===== config.mk =====
export PLATFORM = sky130hd
export DESIGN_NAME = i2s_xcvr
export DESIGN_NICKNAME = d
export VERILOG_FILES = /design/src/rtl/i2s_xcvr.sv
export SDC_FILE = /design/constraint.sdc
export NUM_CORES = 1
export LEC_CHECK = 0
export ABC_CLOCK_PERIOD_IN_PS = 10500
export CAP_MARGIN = 15
export CORE_MARGIN = 10
export CORE_UTILIZATION = 30
export CTS_BUF_LIST = sky130_fd_sc_hd__clkbuf_8
export DETAILED_ROUTE_END_ITERATION = 12
export HOLD_SLACK_MARGIN = 0.03
export PLACE_DENSITY = 0.6
export SLEW_MARGIN = 20
export SYNTH_ARGS = -nofsm -noshare
export SYNTH_HDL_FRONTEND = slang
export SYNTH_SLANG_ARGS = --single-unit

===== constraint.sdc =====
create_clock -name mclk -period 10.5 [get_ports mclk]
set_input_delay 2.625 -clock mclk [delete_from_list [all_inputs] [get_ports mclk]]
set_output_delay 2.625 -clock mclk [all_outputs]
set_load 0.01 [all_outputs]

===== src/rtl/i2s_xcvr.sv =====
// I2S transceiver: SCLK/LRCK generation, stereo TX/RX framing,
// RX channel-mode stage and TX underrun detection, all in the mclk domain.
module i2s_xcvr #(
    parameter int DATA_W   = 24,
    parameter int SLOT_W   = 32,
    parameter int SCLK_DIV = 4
) (
    input  logic              mclk,
    input  logic              rst,
    input  logic [1:0]        mode,
    output logic [DATA_W-1:0] rx_data_l,
    output logic [DATA_W-1:0] rx_data_r,
    output logic              rx_vld,
    input  logic [DATA_W-1:0] tx_data_l,
    input  logic [DATA_W-1:0] tx_data_r,
    input  logic              tx_vld,
    output logic              tx_underrun,
    output logic              lrck,
    output logic              sclk,
    input  logic              sdi,
    output logic              sdo
);

    localparam int FRAME = 2 * SLOT_W;
    localparam int BW    = $clog2(FRAME);
    localparam int CW    = (SCLK_DIV > 2) ? $clog2(SCLK_DIV) : 1;

    logic [CW-1:0]     div_cnt;
    logic [BW-1:0]     b;
    logic [BW-1:0]     b_next;
    logic              rise;
    logic              fall;
    logic              load;
    logic              lrck_next;
    logic              in_l;
    logic              in_r;
    logic              cap;

    logic [DATA_W-1:0] hold_l;
    logic [DATA_W-1:0] hold_r;
    logic              written;
    logic [DATA_W-1:0] tx_l;
    logic [DATA_W-1:0] tx_r;
    logic [DATA_W-1:0] ld_l;
    logic [DATA_W-1:0] ld_r;
    logic [DATA_W-1:0] src_l;
    logic [DATA_W-1:0] src_r;

    logic [DATA_W-1:0] sh_l;
    logic [DATA_W-1:0] sh_r;
    logic [DATA_W-1:0] r_full;
    logic [DATA_W:0]   sum;
    logic [DATA_W-1:0] m_l;
    logic [DATA_W-1:0] m_r;

    // Serial bit for frame position pos; pad positions carry 0.
    function automatic logic pick(input int pos,
                                  input logic [DATA_W-1:0] l,
                                  input logic [DATA_W-1:0] r);
        logic bit_v;
        bit_v = 1'b0;
        if (pos < DATA_W)
            bit_v = l[DATA_W-1-pos];
        else if (pos >= SLOT_W && pos < SLOT_W + DATA_W)
            bit_v = r[DATA_W-1-(pos-SLOT_W)];
        return bit_v;
    endfunction

    always_comb begin
        int bi;
        int bni;
        rise      = (int'(div_cnt) == SCLK_DIV / 2 - 1);
        fall      = (int'(div_cnt) == SCLK_DIV - 1);
        bi        = int'(b);
        b_next    = (bi == FRAME - 1) ? '0 : b + 1'b1;
        bni       = int'(b_next);
        load      = fall && (bi == FRAME - 1);
        lrck_next = (bni >= SLOT_W - 1) && (bni <= FRAME - 2);
        in_l      = (bi < DATA_W);
        in_r      = (bi >= SLOT_W) && (bi < SLOT_W + DATA_W);
        cap       = rise && (bi == SLOT_W + DATA_W - 1);
    end

    // A tx_vld landing on the load cycle bypasses the holding register.
    always_comb begin
        ld_l  = tx_vld ? tx_data_l : hold_l;
        ld_r  = tx_vld ? tx_data_r : hold_r;
        src_l = load ? ld_l : tx_l;
        src_r = load ? ld_r : tx_r;
    end

    always_ff @(posedge mclk or posedge rst) begin
        if (rst) begin
            div_cnt <= '0;
            b       <= '0;
            sclk    <= 1'b0;
            lrck    <= 1'b0;
            sdo     <= 1'b0;
        end else begin
            div_cnt <= fall ? '0 : div_cnt + 1'b1;
            if (rise)
                sclk <= 1'b1;
            if (fall) begin
                sclk <= 1'b0;
                b    <= b_next;
                lrck <= lrck_next;
                sdo  <= pick(int'(b_next), src_l, src_r);
            end
        end
    end

    always_ff @(posedge mclk or posedge rst) begin
        if (rst) begin
            hold_l      <= '0;
            hold_r      <= '0;
            written     <= 1'b1;
            tx_l        <= '0;
            tx_r        <= '0;
            tx_underrun <= 1'b0;
        end else begin
            tx_underrun <= load && !tx_vld && !written;
            if (tx_vld) begin
                hold_l <= tx_data_l;
                hold_r <= tx_data_r;
            end
            if (load) begin
                tx_l    <= ld_l;
                tx_r    <= ld_r;
                written <= 1'b0;
            end else if (tx_vld) begin
                written <= 1'b1;
            end
        end
    end

    // Right word including the bit sampled this cycle.
    always_comb begin
        r_full = {sh_r[DATA_W-2:0], sdi};
        sum    = {sh_l[DATA_W-1], sh_l} + {r_full[DATA_W-1], r_full};
        m_l    = sh_l;
        m_r    = r_full;
        unique case (mode)
            2'd0: begin
                m_l = sh_l;
                m_r = r_full;
            end
            2'd1: begin
                m_l = sh_l;
                m_r = sh_l;
            end
            2'd2: begin
                m_l = r_full;
                m_r = r_full;
            end
            2'd3: begin
                m_l = sum[DATA_W:1];
                m_r = sum[DATA_W:1];
            end
        endcase
    end

    always_ff @(posedge mclk or posedge rst) begin
        if (rst) begin
            sh_l      <= '0;
            sh_r      <= '0;
            rx_vld    <= 1'b0;
            rx_data_l <= '0;
            rx_data_r <= '0;
        end else begin
            rx_vld <= cap;
            if (rise && in_l)
                sh_l <= {sh_l[DATA_W-2:0], sdi};
            if (rise && in_r)
                sh_r <= r_full;
            if (cap) begin
                rx_data_l <= m_l;
                rx_data_r <= m_r;
            end
        end
    end

endmodule


== Word-level counts from Yosys, hierarchy flattened ==
Cells that the tools add are included.
Word-level totals
  output and inout bits: 53
  register bits: 205
  bits of input ports: 54
  logic and storage cells: 75
Operators by class
  reduce and logical (&&, ||, !) cells: 16
  mux-type cells: 20
  order comparisons: 10
  equality and inequality tests: 7
  $add $sub $neg: 6
Operator list (number)
  $pmux 24 s3: 2
  $mux 24: 4
  $add 24x24->25: 1
  $ge 6x6->1 const B: 2
  $lt 6x5->1 const B: 2
  $lt 6x6->1 const B: 2
  $bmux 1 s5: 2
  $mux 1: 10
  $logic_and 1x1->1: 9
  $lt 8x7->1 const B: 1
  $sub 6x7->8 const A: 1
  $lt 7x7->1 const B: 1
  $sub 5x6->7 const A: 1
  $sub 6x6->7 const B: 1
  $add 6x1->6 const B: 1
  $eq 2x2->1 const B: 3
  $eq 6x1->1 const B: 1
  $eq 6x5->1 const B: 1
  $ge 6x5->1 const B: 1
  $le 6x6->1 const B: 1
  $mux 6: 1
  $eq 2x1->1 const B: 2
  $reduce_bool 2->1: 2
  $reduce_or 2->1: 2
  other kinds (4): 5

== Logic depth before layout (Yosys ltp) ==
Gate-level depths: netlist of the first run.
  depth in word-level cells: 9
  mapped depth: 14
  depth with buffers taken out: 11

== Worst setup path after synthesis of the first run ==
OpenSTA, ideal clock, no wires.
  path kind: input-to-reg
  from: in sdi
  to: reg rx_data_l[19]
  setup time: 0.136 ns
  cell stages on the path: 11
  arrival: 4.536 ns
  required time: 10.364 ns
  path slack: 5.828 ns
  path buffers: 0
  cell sequence: nand2_1 fa_1 nor2b_1 o21ai_0 a21boi_0 a21oi_1 a21oi_1 a21oi_1 a21oi_1 mux2i_1 o211ai_1
Between the ends
  longest elaborated chain between the ends: 2
Ends and longest elaborated chain
  start, declared: RTL line 20  | input logic sdi,
  $add 24x24->25: RTL line 139  | sum = {sh_l[DATA_W-1], sh_l} + {r_full[DATA_W-1], r_full};
  $pmux 24 s3: RTL line 142  | unique case (mode)
  end signal, assigned: RTL line 176  | rx_data_l <= m_l;
  end, declared: RTL line 11  | output logic [DATA_W-1:0] rx_data_l,
No other way between the ends.
A chain may end at the register's enable or synchronous reset.

== Worst setup path in the final report of the first run ==
Same ends and word-level chain as after synthesis.

==> results of run 1 <==
-- layer usage --
metal / up-vias / part of all wire / wire, µm
li1: 3570 / - / -
met1: 3699 / 0.45 / 11800
met2: 187 / 0.46 / 12200
met3: 39 / 0.070 / 1850
met4: 0 / 0.018 / 461
met5: - / 0 / 0
-- kinds of logic (layout without fill, tap and decap cells) --
family | after synthesis | in the layout | share of synthesized area
compound gates | 207 | 207 | 0.131
mux | 141 | 141 | 0.160
fa+ha+maj | 30 | 30 | 0.0378
xor+xnor | 23 | 23 | 0.0199
flops | 205 | 205 | 0.506
buf+inv | 74 | 199 | 0.0332
simple gates | 264 | 264 | 0.112
-- worst max-delay path, delay by kind of cell --
kind                     cells  cell delay (ns)
buffers and inverters        1             0.55
adder cells (fa/ha/maj)      1             0.37
AO/OA/AOI/OAI                7             1.56
AND/OR/NAND/NOR              2             0.25
multiplexers                 1             0.25
-- worst paths after layout --
path	startpoint	to	slack, ns	cells after the start
max	sdi	rx_data_l[19]	5.27	12
min	div_cnt[0]	div_cnt[0]	0.47	1
max reg2reg	b[0]	sdo	6.94	10
min reg2reg	div_cnt[0]	div_cnt[0]	0.47	1
max in group asynchronous	rst	sh_r[14]	6.91	3
min in group asynchronous	rst	sh_r[1]	2.48	2
-- cells in the final DEF (no fill, tap or decap), drive strengths merged, types with 12 or more instances in the layout --
| master | n |
|---|---|
| ha | 29 |
| nor2b | 14 |
| inv | 34 |
| o21ai | 42 |
| mux2 | 118 |
| nor2 | 68 |
| dfrtp | 204 |
| clkdlybuf4s50 | 105 |
| a21o | 12 |
| xnor2 | 16 |
| clkbuf | 45 |
| a21oi | 67 |
| mux2i | 18 |
| nand2 | 130 |
-- power breakdown --
group	internal (mW)	switching [mW]
Combinational	0.0531	0.0573
Sequential	0.814	0.00975
Clock	0.384	0.329
-- Yosys cell counts (all sizes together), types with 4 or more instances --
cell type,n,area (µm²)
a21oi,67,339
nor3,11,55.1
mux4,5,113
and3,6,38.8
mux2,118,1330
or3,9,56.3
mux2i,18,180
a31oi,10,62.6
o22a,4,35.0
a21o,12,90.1
nor2b,14,87.6
a221oi,9,78.8
nand4,4,25.0
a211oi,11,82.6
o31ai,5,37.5
nand2,130,488
dfrtp,204,5100
nor2,68,255
o21a,5,37.5
o211ai,9,67.6
buf,23,144
o21ai,42,214
xnor2,16,140
o22ai,4,25.0
xor2,7,61.3
inv,19,71.3
ha,29,363
nand3,11,55.1
clkbuf,31,118
-- per-stage QoR --
| stage | power (mW) | setup slack [ns] | util | hold slack [ns] | cells |
|---|---|---|---|---|---|
| 6_report | 1.65 | 5.27 | 0.368 | 0.467 | 1517 |
| 3_3_place_gp | 0.947 | 4.83 | 0.346 | 0.443 | 1453 |
| 2_1_floorplan | 0.901 | 2.28 | - | 0.430 | 944 |
| 3_5_place_dp | 0.949 | 4.80 | 0.346 | 0.456 | 1453 |
| 5_1_grt | 1.73 | 5.05 | 0.368 | 0.487 | 1517 |
| 4_1_cts | 1.68 | 5.35 | 0.367 | 0.469 | 1516 |
-- flip-flops by register name, indices dropped and copies added (netlist names), 2 cells and up --
register,cells
hold_r,24
b,6
hold_l,24
tx_l,24
rx_data_l,24
tx_r,24
rx_data_r,24
sh_l,24
sh_r,23
div_cnt,2
-- cell type report --
class	instances	area, µm²
Clock buffer	45	619
Clock inverter	18	76.3
Fill cell	3350	21100
Inverter	20	82.6
Multi-Input combinational cell	665	4690
Sequential cell	205	5130
Tap cell	448	561
Timing Repair Buffer	116	1150
==> metrics, run 1 <==
final net count between 1000 and 1500; power density over the cells about 130 mW/mm²; async set or reset register ratio after synthesis 1.00; global placement routability congestion around 0.85; Layout Skew around 0.03 ns; starting density of the core 0.303; placed cell area between 0.01 and 0.015 mm²; Post-Syn Nets roughly 1000; largest fanout of any net on the critical path 5; Crit Path Class in2reg; met3 Resource Use GR 0.0333; Post-synth EDFFs 0; Detail Placement HPWL ~17 mm; synthesized instance count roughly 940; placeable core region around 0.033 mm²; Post-route DRC 0; VDD IR-drop max around 0.066 mV; Slew Limit Headroom 0.319; Overflow after GRT 0; detailed-route vias per instance around 4.9; Worst Path Arrival roughly 5.6 ns; Crit. End Element flip-flop; number of max-cap violations 0; antenna diode count 0; required time of the critical path ~11 ns; Die Ht 204 µm; most repeated library cell on the critical path sky130_fd_sc_hd__a21oi_1; die area about 0.042 mm²; cell area after synthesis roughly 0.01 mm²; met2 Use GR 0.204; count of instances resized after the clock tree is built 0; total track usage 0.127; Final TNS setup 0 ns; Setup Fix Bufs, Post-CTS 0; met1 usage 0.165; number of register bits inferred by synthesis approximately 200; total of endpoints with negative setup slack in the final report 0; count of pins on the block boundary approximately 110; final number of max-transition violations 0; Tcrit/Tclk final 0.498; post-CTS clock slew at the launch and capture registers of the worst setup and hold paths ~0.07 ns; share of the yosys chip area belonging to registers 0.506; syn avg cell area approximately 11 µm²; number of violations reported at the end of detailed-routing iteration 0 340; drt total wl about 26 mm; total iterations of the first detailed-routing run 4; status finished clean; Post-DRT Antenna Nets 0; row count 67; Synth Flop Type sky130_fd_sc_hd__dfrtp_1; number of unique standard cell types used by synthesis 64; area growth from synthesis to final layout 21.4%; count of hold-fix buffers inserted at cts 0; Lkg Pwr around 5.5 nW; final hold violations 0; clock root cell sky130_fd_sc_hd__clkbuf_8; htree depth 2; global route hottest layer met2; insertion delay to the later sink of the worst-skew pair 0.54 ns; I/O Buffers ~110; total via count after detailed routing ~7500; maximum number of pins on one net before global-route repair about 150; peak per-stage delay on the critical path approximately 0.55 ns; initial antenna violation count 0; Fmax approximately 190 MHz; number of global-route vias before repair roughly 8000; ratio of cells with drive above 1 in the final layout 0.181; count of synthesis-stage warnings from yosys 0; fin area roughly 0.012 mm²; slew at the pin closest to its max-slew limit 1.02 ns; CTS tree done; CP max-delay cell sky130_fd_sc_hd__clkdlybuf4s50_1; classification of the worst-slack hold path reg2reg; average routed wire per standard cell about 17 µm; number of buffers inserted during clock tree synthesis 37; unrepaired setup endpoints after global routing no; x dimension of the die about 200 µm; clock net sink count between 200 and 250; shortest period the worst path allows 5.23 ns; cells along the critical path clkdlybuf4s50_1, nand2_1, fa_1, nor2b_1, o21ai_0, a21boi_0, a21oi_1, a21oi_1, a21oi_1, a21oi_1, mux2i_1, o211ai_1; kind of start point of the critical path input port; first-pass GRT wire length 43.1 mm; Longest Clk Path Bufs 3
Power figures use the tool's default switching activity.
==> inputs of run 2 (changes only) <==
--- a/config.mk
+++ b/config.mk
@@ -5,7 +5,7 @@
 export SDC_FILE = /design/constraint.sdc
 export NUM_CORES = 1
 export LEC_CHECK = 0
-export ABC_CLOCK_PERIOD_IN_PS = 10500
+export ABC_CLOCK_PERIOD_IN_PS = 5300
 export CAP_MARGIN = 15
 export CORE_MARGIN = 10
 export CORE_UTILIZATION = 30
==> constraint.sdc (replaced) <==
create_clock -name mclk -period 5.3 [get_ports mclk]
set_input_delay 1.325 -clock mclk [delete_from_list [all_inputs] [get_ports mclk]]
set_output_delay 1.325 -clock mclk [all_outputs]
set_load 0.01 [all_outputs]
==> run 2 against run 1 <==
Effect of this change:
- critical path depth did not move
- core utilization rose by 0.14 points
- final area rose by 0.38%
- wire length fell by 0.82%
- largest power group unchanged
==> metrics, run 2 (synthesized netlist as in run 1, its figures left out) <==
Detail Placement HPWL 17.6 mm (+1.7%); Slew Limit Headroom 0.365 (+0.0457); Crit Path Class in2reg; number of max-cap violations 0 (unchanged); beginning of the worst register-to-register path b[0]; combinational fraction of design power 0.065 (-0.002); CTS tree done; peak per-stage delay on the critical path 0.54 ns (about the same); final net count 1132 (+0.27%); average routed wire per standard cell 17.1 µm (-1.2%); slew at the pin closest to its max-slew limit 0.951 ns (-0.0698 ns); I/O Buffers 106 (unchanged); Post-DRT Antenna Nets 0 (unchanged); Overflow after GRT 0 (unchanged); total track usage 0.125 (-0.00221); starting density of the core 0.303 (unchanged); final hold violations 0 (unchanged); count of pins on the block boundary 107 (unchanged); unrepaired setup endpoints after global routing no; required time of the critical path 5.69 ns (-5.20 ns); initial antenna violation count 0 (unchanged); most repeated library cell on the critical path sky130_fd_sc_hd__a21oi_1; switching share of power 0.241 (+0.000517); first-pass GRT wire length 42.5 mm (-1.4%); Tcrit/Tclk final 0.737; Final TNS setup 0 ns (unchanged); power density over the cells 270 mW/mm² (+100%); detailed-route vias per instance 4.89 (-1.1%); met2 Use GR 0.199 (-0.00568); placeable core region 0.0334 mm² (unchanged); die area 0.0416 mm² (unchanged); number of violations reported at the end of detailed-routing iteration 0 478 (+41%); post-CTS clock slew at the launch and capture registers of the worst setup and hold paths 0.06 ns (about the same); classification of the worst-slack hold path reg2reg; clock net sink count 205 (unchanged); row count 67 (unchanged); count of hold-fix buffers inserted at cts 0 (unchanged); Util after Layout 0.369 (+0.00138); Lkg Pwr 5.50 nW (+0.41%); met1 usage 0.166 (+0.00103); switching power 0.804 mW (+100%); clock root cell sky130_fd_sc_hd__clkbuf_8; area growth from synthesis to final layout 21.8%; number of buffer and inverter instances along the worst setup path 1 (unchanged); global placement routability congestion 0.874 (+2.3%); highest-count cells in the layout ignoring fill and taps sky130_fd_sc_hd__dfrtp_1 (204), sky130_fd_sc_hd__nand2_1 (130), sky130_fd_sc_hd__mux2_2 (118), sky130_fd_sc_hd__clkdlybuf4s50_1 (105), sky130_fd_sc_hd__nor2_1 (67); Crit. End Element flip-flop; maximum number of pins on one net before global-route repair 100 (-32%); Die Ht 204 µm (unchanged); ratio of cells with drive above 1 in the final layout 0.189 (+0.00736); antenna diode count 0 (unchanged); proportion of power drawn by flip-flops and latches 0.488 (-0.012); htree depth 2 (unchanged); met3 Resource Use GR 0.0314 (-0.00190); insertion delay to the later sink of the worst-skew pair 0.53 ns (about the same); number of global-route vias before repair 7680 (-1.9%); cells along the critical path clkdlybuf4s50_1, nand2_1, fa_1, nor2b_1, o21ai_0, a21boi_0, a21oi_1, a21oi_1, a21oi_1, a21oi_1, mux2i_1, o211ai_1; largest fanout of any net on the critical path 5 (unchanged); global route hottest layer met2; shortest period the worst path allows between 3 and 4 ns; drt total wl 26.1 mm (-0.82%); number of buffers inserted during clock tree synthesis 37 (unchanged); Setup Fix Bufs, Post-CTS 0 (unchanged); cell-internal power 2.54 mW (+100%); final number of max-transition violations 0 (unchanged); Longest Clk Path Bufs 3 (unchanged); x dimension of the die 204 µm (unchanged); commonest non-fill, non-tap cell in the layout sky130_fd_sc_hd__dfrtp_1; Worst Path Arrival 4.29 ns (-1.33 ns); CP max-delay cell sky130_fd_sc_hd__clkdlybuf4s50_1; VDD IR-drop max 0.167 mV (+150%); total of endpoints with negative setup slack in the final report 0 (unchanged); count of instances resized after the clock tree is built 0 (unchanged); total iterations of the first detailed-routing run 6 (+2); Post-route DRC 0 (unchanged); launching instance or port of the critical path sdi; crit-path leading delay family compound AO/OA/AOI/OAI gates; kind of start point of the critical path input port; Layout Skew 0.0287 ns (-0.000496 ns); HP Start div_cnt[0]; Fmax roughly 260 MHz; status finished clean; part of the power in the clock network 0.446 (+0.013); total via count after detailed routing 7442 (-0.71%)
## run 2: stage by stage
stage	hold WS, ns	std cells	total power [mW]	instance area, µm²	setup WS (ns)
after global placement	0.443	1457	1.88	11600	0.960
after global routing	0.485	1523	3.49	12400	0.989
final	0.471	1523	3.34	12400	1.39
after floorplan	0.430	944	1.79	10100	1.32
after CTS	0.471	1523	3.39	12400	1.42
after detailed placement	0.457	1457	1.88	11600	0.883
## run 2: final timing paths
path,end,slack [ns],cells past startpoint
hold / removal,div_cnt[0],0.47,1
hold reg to reg,div_cnt[0],0.47,1
min in group asynchronous,hold_r[0],1.32,2
setup / recovery,rx_data_l[19],1.39,12
max in group asynchronous,sh_r[19],2.98,3
setup reg to reg,sdo,1.76,10
## run 2: area by class of cell
class / count / area [µm²]
clock buffer: 45 / 619
clock inverter: 21 / 119
fill: 3307 / 21100
inverter: 20 / 78.8
multi-input combinational: 665 / 4680
sequential: 205 / 5130
tap: 448 / 561
timing repair buffer: 119 / 1170
## run 2: routing by layer
| metal | wire length, µm | part of all wire | up-vias |
|---|---|---|---|
| li1 | - | - | 3568 |
| met1 | 12200 | 0.47 | 3651 |
| met2 | 11900 | 0.46 | 187 |
| met3 | 1540 | 0.059 | 36 |
| met4 | 402 | 0.015 | 0 |
| met5 | 0 | 0 | - |
## run 2: power by group through the flow
stage               Clock, mW  Combinational (mW)  Sequential [mW]
finish                   1.49               0.219             1.63
global route             1.61               0.243             1.64
CTS                      1.54               0.224             1.63
detailed placement          0               0.223             1.66
global placement            0               0.220             1.66
floorplan                   0               0.129             1.66
==> inputs of run 3 (changes only) <==
--- a/config.mk
+++ b/config.mk
@@ -5,14 +5,14 @@
 export SDC_FILE = /design/constraint.sdc
 export NUM_CORES = 1
 export LEC_CHECK = 0
-export ABC_CLOCK_PERIOD_IN_PS = 5300
+export ABC_CLOCK_PERIOD_IN_PS = 3400
 export CAP_MARGIN = 15
 export CORE_MARGIN = 10
 export CORE_UTILIZATION = 30
 export CTS_BUF_LIST = sky130_fd_sc_hd__clkbuf_8
 export DETAILED_ROUTE_END_ITERATION = 12
 export HOLD_SLACK_MARGIN = 0.03
-export PLACE_DENSITY = 0.6
+export PLACE_DENSITY = 0.61
 export SLEW_MARGIN = 20
 export SYNTH_ARGS = -nofsm -noshare
 export SYNTH_HDL_FRONTEND = slang
==> constraint.sdc (replaced) <==
create_clock -name mclk -period 3.4 [get_ports mclk]
set_input_delay 0.85 -clock mclk [delete_from_list [all_inputs] [get_ports mclk]]
set_output_delay 0.85 -clock mclk [all_outputs]
set_load 0.01 [all_outputs]
==> run 3 against run 2 <==
Effect of this change:
- first-iteration DRC count grew 29%
- wire length grew 0.97%
- register-to-register slack worse by 1.2 ns
- clock-buffer cell count increased by 3
- via count rose by 1.5%
- core utilization up 1.0 points
- final area up 2.7%
- critical endpoint is now rx_data_r[19]
- die area did not move
- clock power increased by 56%
==> metrics, run 3 (synthesized netlist as in run 1, its figures left out) <==
peak per-stage delay on the critical path 0.50 ns (-0.04 ns); shortest period the worst path allows between 3 and 4 ns; unrepaired setup endpoints after global routing no; area growth from synthesis to final layout 25.1%; path depth of the worst reg2reg path 8 (-2); number of buffers inserted during clock tree synthesis 36 (-2.7%); commonest non-fill, non-tap cell in the layout sky130_fd_sc_hd__dfrtp_1; Overflow after GRT 0 (unchanged); Fmax 317 MHz; number of global-route vias before repair 7890 (+2.7%); post-CTS clock slew at the launch and capture registers of the worst setup and hold paths 0.06 ns (about the same); global placement routability congestion 0.889 (+1.8%); worst hold margin 0.462 ns (-0.00846 ns); total via count after detailed routing 7552 (+1.5%); Tcrit/Tclk final 0.928; CTS tree done; Reg-to-Reg End sdo; most repeated library cell on the critical path sky130_fd_sc_hd__a21oi_1; total of endpoints with negative setup slack in the final report 0 (unchanged); placeable core region 0.0334 mm² (unchanged); Post-DRT Antenna Nets 0 (unchanged); instance count along the most critical hold path 1 (unchanged); highest-count cells in the layout ignoring fill and taps sky130_fd_sc_hd__dfrtp_1 (204), sky130_fd_sc_hd__nand2_1 (130), sky130_fd_sc_hd__mux2_2 (118), sky130_fd_sc_hd__clkdlybuf4s50_1 (105), sky130_fd_sc_hd__nor2_1 (67); placed cell area 0.0120 mm² (+2.9%); Crit. End Element flip-flop; count of instances resized after the clock tree is built 0 (unchanged); Crit Path Class in2reg; Util after Layout 0.379 (+0.00999); average routed wire per standard cell 17.0 µm (-0.79%); drt total wl 26.4 mm (+0.97%); Overall Power 5.24 mW (+57%); die area 0.0416 mm² (unchanged); Final TNS setup 0 ns (unchanged); number of max-cap violations 0 (unchanged); cells along the critical path clkdlybuf4s50_1, nand2_1, fa_1, nor2b_1, o21ai_0, a21boi_0, a21oi_1, a21oi_1, buf_4, a21oi_1, a21oi_1, mux2i_1, o21ai_0; insertion delay to the later sink of the worst-skew pair 0.53 ns (about the same); Layout Skew 0.0132 ns (-0.0154 ns); antenna diode count 0 (unchanged); number of filler cells placed in the layout 3291 (-0.48%); Longest Clk Path Bufs 3 (unchanged); Post-route DRC 0 (unchanged); Detail Placement HPWL 18.9 mm (+7.4%); number of violations reported at the end of detailed-routing iteration 0 618 (+29%); ratio of cells with drive above 1 in the final layout 0.214 (+0.0253); Lkg Pwr 5.67 nW (+3.0%); power density over the cells 413 mW/mm² (+53%); I/O Buffers 106 (unchanged); x dimension of the die 204 µm (unchanged); Worst Path Arrival 3.55 ns (-0.74 ns); initial antenna violation count 0 (unchanged); total iterations of the first detailed-routing run 5 (-1); required time of the critical path 3.79 ns (-1.90 ns); htree depth 2 (unchanged); row count 67 (unchanged); detailed-route vias per instance 4.87 (-0.29%); first-pass GRT wire length 43.5 mm (+2.3%); kind of start point of the critical path input port; CP max-delay cell sky130_fd_sc_hd__clkdlybuf4s50_1; slew at the pin closest to its max-slew limit 0.685 ns (-0.265 ns); final number of max-transition violations 0 (unchanged); maximum number of pins on one net before global-route repair 33 (-67%); fin area 0.0127 mm² (+2.7%); VDD IR-drop max 0.199 mV (+19%); starting density of the core 0.303 (unchanged); final hold violations 0 (unchanged); clock net sink count 205 (unchanged); largest fanout of any net on the critical path 4 (-1); Hold Path End div_cnt[0]; Slew Limit Headroom 0.542 (+0.177); Die Ht 204 µm (unchanged); clock root cell sky130_fd_sc_hd__clkbuf_8; count of pins on the block boundary 107 (unchanged); reg2reg setup slack 0.53 ns (-1.23 ns); final net count 1166 (+3.0%); beginning of the worst register-to-register path b[0]; Setup Fix Bufs, Post-CTS 0 (unchanged); classification of the worst-slack hold path reg2reg; count of hold-fix buffers inserted at cts 0 (unchanged); total track usage 0.128 (+0.00327); status finished clean; HP Start div_cnt[0]
==> run 3: cell types whose count changed in the layout (fill, tap and decap cells not counted), sizes merged <==
cell | previous run | this run
clkbuf | 45 | 48
clkinvlp | 2 | 3
clkinv | 9 | 3
buf | 14 | 49
inv | 29 | 23
==> run 3: cell type report <==
cell class	count	area [µm²]	share of cell area
Clock buffer	48	661	0.0521
Clock inverter	10	73.8	0.00582
Inverter	20	78.8	0.00621
Multi-Input combinational cell	665	4680	0.369
Sequential cell	205	5130	0.404
Tap cell	448	561	0.0442
Timing Repair Buffer	154	1500	0.119
==> run 3: worst max-delay path by stage <==
stage / startpoint / endpoint / slack, ns / depth (start not counted)
finish: sdi / rx_data_r[19] / 0.25 / 13
global route: sdi / rx_data_r[19] / 0.09 / 13
CTS: sdi / rx_data_r[19] / 0.28 / 13
detailed placement: sdi / rx_data_l[19] / -0.25 / 13
global placement: sdi / rx_data_l[19] / -0.24 / 13
floorplan: rst / b[0] / -0.11 / 1
==> run 3: critical path: cells and delay by family <==
family	cells	cell delay (ns)
AOI/OAI and AO/OA	7	1.18
buffers and inverters	2	0.65
and+or+nand+nor	2	0.22
adders and majority gates	1	0.38
muxes	1	0.26
==> run 3: where the power goes <==
group | switching, mW | internal, mW
combinational | 0.183 | 0.182
sequential | 0.0299 | 2.51
clock | 1.00 | 1.33
total | 1.22 | 4.02
==> run 3: per-layer routing <==
metal | part of all wire | vias to the layer above | track usage
li1 | - | 3639 | -
met1 | 0.45 | 3676 | 0.166
met5 | 0 | - | 0
met2 | 0.47 | 198 | 0.207
met4 | 0.020 | 0 | 0.0360
met3 | 0.065 | 39 | 0.0323
==> run 3: metrics by stage <==
stage | instances | setup slack, ns
finish | 1550 | 0.246
global route | 1550 | 0.0877
CTS | 1550 | 0.281
detailed placement | 1492 | -0.250
global placement | 1492 | -0.238
floorplan | 944 | -0.107
==> RTL edit 1 (flow settings as in run 1) <==
`SCLK_DIV`: 4 -> 2.
--- a/src/rtl/i2s_xcvr.sv
+++ b/src/rtl/i2s_xcvr.sv
@@ -5,3 +5,3 @@
     parameter int SLOT_W   = 32,
-    parameter int SCLK_DIV = 4
+    parameter int SCLK_DIV = 2
 ) (
Formal check against the unedited RTL: not equivalent (a bounded check fails within 4 cycles, from zero or initial values and one cycle with rst high).
==> RTL edit 1 against run 1 <==
  * Synthesized cell count is 0.64% lower
  * Core utilization increased by 0.28 points
  * Global-route usage down 0.061 points
  * Design area is 0.51% higher
  * Sequential cell count decreased by 2
  * Wire length fell by 1.7%
  * Total power up 4.7%
  * Area after synthesis is 0.36% lower
  * Die area is 0.32% lower
  * Sequential power about the same
  * Setup slack worse by 0.25 ns
  * Critical endpoint is now rx_data_l[21]$_DFFE_PP0P_
  * Largest power group unchanged
==> RTL edit 1: results <==
[detailed_routing]
routed_wl_um = 25900
drt-pass1-iter-count = 5
vias_per_cell = 4.92
drcViolationCount = 0
dr.first_iter.drc_count = 450

[worst_setup_path]
slowest_delay_ns = 0.52
r2r_setup_slack_ns = 6.91
r2r_end = sdo$_DFFE_PP0P_
crit_type = in -> reg
r2r_start = b[1]$_DFFE_PP0P_
arrival_ns = 5.88
cpMaxStageDelayCell = o31ai_1

[place]
dp_hpwl_um = 17200
gp_congestion = 0.857
preCtsSetupSlack_ns = 4.54

[timing]
skew_ns = 0.0355
fin_tns_setup_ns = 0
fin_hold_ws_ns = 0.470
tightest_slew_ns = 0.993

[min_path]
hold_end = tx_r[17]$_DFF_PP0_
hp-start = tx_r[17]$_DFF_PP0_
min_path_cells = 2

[synthesis]
synth_cell_types = 62
synth_area_leaders = dfrtp_1 (50%), mux2_2 (12%), nand2_1 (5.4%)
syn_nets = 1020
synthTopCellsByCount = dfrtp_1 (202), nand2_1 (145), mux2_2 (107)
syn_avg_cell_area_um2 = 10.8
yosysSeqAreaShare_pct = 50.3
synth-async-reset-ratio_pct = 100

[cells_and_area]
layoutNonFillerInstCount = 1518
drive_gt1_share_pct = 19.3
num-nets-final = 1126
diodes = 0

[grt]
grt_max_degree = 136
grt_first_pass_wirelength_um = 42900
grt_pass1_vias = 7676
grt_util_all_layers_pct = 12.6

[power]
leakage_nw = 5.50
vdd.ir_drop.worst_v = 0.0000776

[clock_tree]
cts-buffers-inserted = 38
cts_root_buf = clkbuf_8
insertion_delay_ns = 0.54

[run_status]
status = completed
-- RTL edit 1: logic make-up (layout without fill, tap and decap cells) --
group                    Yosys count  in the layout  share of synthesized area [%]
XOR/XNOR                          22             22                           1.91
adder cells (fa/ha/maj)           28             28                           3.54
AND/OR/NAND/NOR                  278            278                           12.1
multiplexers                     140            140                           16.7
buffers and inverters             69            201                           2.93
AO/OA/AOI/OAI                    198            198                           12.5
flip-flops                       203            203                           50.3
-- RTL edit 1: metal layers --
layer | vias to the layer above | wire (um) | global-route usage [%]
met5 | - | 0 | 0
li1 | 3585 | - | -
met2 | 172 | 12000 | 20.3
met3 | 38 | 1470 | 3.09
met4 | 0 | 464 | 3.38
met1 | 3672 | 12000 | 16.6
-- RTL edit 1: power by group --
part	internal, mW	switching (mW)
Clock	0.438	0.342
Combinational	0.0594	0.0643
Sequential	0.809	0.0127
Total	1.31	0.419
-- RTL edit 1: cell type report --
cell class / count / area, um^2
fillers: 3361 / 21000
flip-flops and latches: 203 / 5080
multi-input cells: 666 / 4730
repair buffers: 119 / 1150
clock buffers: 48 / 661
well taps: 448 / 561
clock inverters: 18 / 115
inverters: 16 / 67.6
-- RTL edit 1: worst max-delay path by stage --
stage          slack [ns]                   endpoint
3_5_place_dp         4.54  rx_data_l[21]$_DFFE_PP0P_
4_1_cts              5.09  rx_data_l[21]$_DFFE_PP0P_
3_3_place_gp         4.54  rx_data_l[21]$_DFFE_PP0P_
5_1_grt              4.87  rx_data_l[21]$_DFFE_PP0P_
2_1_floorplan        2.34           b[0]$_DFFE_PP0P_
6_report             5.02  rx_data_l[21]$_DFFE_PP0P_
-- RTL edit 1: metrics by stage --
| step | util, % | power (mW) | area (um^2) |
|---|---|---|---|
| 3_5_place_dp | 34.8 | 0.961 | 11600 |
| 3_3_place_gp | 34.8 | 0.959 | 11600 |
| 2_1_floorplan | - | 0.910 | 10100 |
| 4_1_cts | 37.1 | 1.76 | 12400 |
| 5_1_grt | 37.1 | 1.81 | 12400 |
| 6_report | 37.1 | 1.73 | 12400 |
-- RTL edit 1: worst min-delay path: cells and delay by family (launching register included) --
family / cells / cell delay [ns]
flops: 1 / 0.34
simple gates: 2 / 0.10
==> RTL edit 2 (flow settings as in run 1) <==
Without the edit above. Register the inputs `mode`, `tx_data_l`, `tx_data_r`, `tx_vld` and `sdi` before use, cleared by the reset. The logic sees them one clock later. Comments in the files are not updated.
--- a/src/rtl/i2s_xcvr.sv
+++ b/src/rtl/i2s_xcvr.sv
@@ -27,2 +27,24 @@
 
+    logic [1:0] mode_q;
+    logic [DATA_W-1:0] tx_data_l_q;
+    logic [DATA_W-1:0] tx_data_r_q;
+    logic tx_vld_q;
+    logic sdi_q;
+
+    always_ff @(posedge mclk or posedge rst) begin
+        if (rst) begin
+            mode_q      <= '0;
+            tx_data_l_q <= '0;
+            tx_data_r_q <= '0;
+            tx_vld_q    <= '0;
+            sdi_q       <= '0;
+        end else begin
+            mode_q      <= mode;
+            tx_data_l_q <= tx_data_l;
+            tx_data_r_q <= tx_data_r;
+            tx_vld_q    <= tx_vld;
+            sdi_q       <= sdi;
+        end
+    end
+
     logic [CW-1:0]     div_cnt;
@@ -85,4 +107,4 @@
     always_comb begin
-        ld_l  = tx_vld ? tx_data_l : hold_l;
-        ld_r  = tx_vld ? tx_data_r : hold_r;
+        ld_l  = tx_vld_q ? tx_data_l_q : hold_l;
+        ld_r  = tx_vld_q ? tx_data_r_q : hold_r;
         src_l = load ? ld_l : tx_l;
@@ -120,6 +142,6 @@
         end else begin
-            tx_underrun <= load && !tx_vld && !written;
-            if (tx_vld) begin
-                hold_l <= tx_data_l;
-                hold_r <= tx_data_r;
+            tx_underrun <= load && !tx_vld_q && !written;
+            if (tx_vld_q) begin
+                hold_l <= tx_data_l_q;
+                hold_r <= tx_data_r_q;
             end
@@ -129,3 +151,3 @@
                 written <= 1'b0;
-            end else if (tx_vld) begin
+            end else if (tx_vld_q) begin
                 written <= 1'b1;
@@ -137,3 +159,3 @@
     always_comb begin
-        r_full = {sh_r[DATA_W-2:0], sdi};
+        r_full = {sh_r[DATA_W-2:0], sdi_q};
         sum    = {sh_l[DATA_W-1], sh_l} + {r_full[DATA_W-1], r_full};
@@ -141,3 +163,3 @@
         m_r    = r_full;
-        unique case (mode)
+        unique case (mode_q)
             2'd0: begin
@@ -171,3 +193,3 @@
             if (rise && in_l)
-                sh_l <= {sh_l[DATA_W-2:0], sdi};
+                sh_l <= {sh_l[DATA_W-2:0], sdi_q};
             if (rise && in_r)
Check against the original RTL: same outputs for any inputs over 10 cycles, from zero or initial values and one cycle with rst high; that may be too few to reach the edited logic, so the function may still have changed.
==> RTL edit 2 against run 1 <==
  * Critical path type is now reg -> reg
  * Sequential share of layout area increased by 4.0 points
  * Design area up 14%
  * Largest cell class unchanged
  * Die area rose by 13%
  * Largest power group unchanged
  * Count of clock-buffer cells in the layout increased by 12
  * Area after synthesis grew 15%
  * Sequential cell count rose by 52
  * Combinational power decreased by 8%
  * Setup slack better by 1.0 ns
  * Total power is 25% higher
  * First-iteration DRC count rose by 61%
  * Wire length up 8.2%
==> RTL edit 2: results <==
[synthesis]
synthTopCellsByCount = dfrtp_1 (256), mux2_2 (144), nand2_1 (66), nor2_1 (66), a21oi_1 (51)
yosysSeqAreaShare_pct = 55.4
synth_compound_area_share_pct = 12.0
synth_cell_types = 68
muxShareOfSynthArea_pct = 16.3

[grt]
grt_max_degree = 126
global_route.usage.met1_pct = 16.1
grt_util_all_layers_pct = 12.0
grt_pass1_vias = 8358
grt_first_pass_wirelength_um = 46000

[clock_tree]
insertion_delay_ns = 0.58

[power]
intPower_mw = 1.58
vdd.ir_drop.worst_v = 0.0000660
finalPower_mw = 2.06
leakage_nw = 6.32

[detailed_routing]
wl_met1_um = 13600
routed_wl_um = 28500
routedWlPerCell_um = 17.4
wl_met3_um = 1690
num_vias = 7907
wl_met2_um = 12500
drt-pass1-iter-count = 5

[worst_setup_path]
r2r_start = div_cnt[0]$_DFF_PP0_
crit_type = reg -> reg

[place]
dpl_cell_area_um2 = 13200
gp_congestion = 0.829
dp.cells = 1551

[cells_and_area]
num-nets-final = 1162
fillers = 3771

[timing]
fin_crit_ns = 4.22

[run_status]
status = completed
RTL edit 2: cell count changes in the layout (fill, tap and decap cells not counted), moves of 8 or more:
| cell | before | now |
|---|---|---|
| nand2_1 | 130 | 66 |
| dfrtp_1 | 204 | 255 |
| mux2_2 | 118 | 144 |
| a21oi_1 | 66 | 51 |
| clkbuf_8 | 45 | 57 |
| clkinv_2 | 1 | 9 |
RTL edit 2: worst max-delay path, stage by stage (launching register included):
cell and delay (ns):
dfrtp_1 0.38, ha_1 0.56, nand2_1 0.20, nor3_4 0.83, buf_4 0.51, mux2_2 0.40
mux2_2 0.27, mux4_2 0.47, nand2_1 0.09, a41oi_1 0.12, a31o_1 0.25
RTL edit 2: how the worst min path moves through the flow:
stage / end / slack, ns / depth (start not counted)
2_1_floorplan: div_cnt[0]$_DFF_PP0_ / 0.43 / 1
3_3_place_gp: div_cnt[0]$_DFF_PP0_ / 0.45 / 1
3_5_place_dp: div_cnt[0]$_DFF_PP0_ / 0.46 / 1
4_1_cts: div_cnt[0]$_DFF_PP0_ / 0.47 / 1
5_1_grt: div_cnt[0]$_DFF_PP0_ / 0.49 / 1
6_report: div_cnt[0]$_DFF_PP0_ / 0.47 / 1
RTL edit 2: layout make-up:
cell class | count | area (um^2) | area share (%)
Inverter | 20 | 82.6 | 0.586
Clock inverter | 23 | 133 | 0.942
Antenna cell | 1 | 2.50 | 0.0178
Tap cell | 518 | 648 | 4.60
Multi-Input combinational cell | 639 | 4860 | 34.5
Sequential cell | 257 | 6430 | 45.7
Timing Repair Buffer | 117 | 1140 | 8.12
Clock buffer | 57 | 785 | 5.57
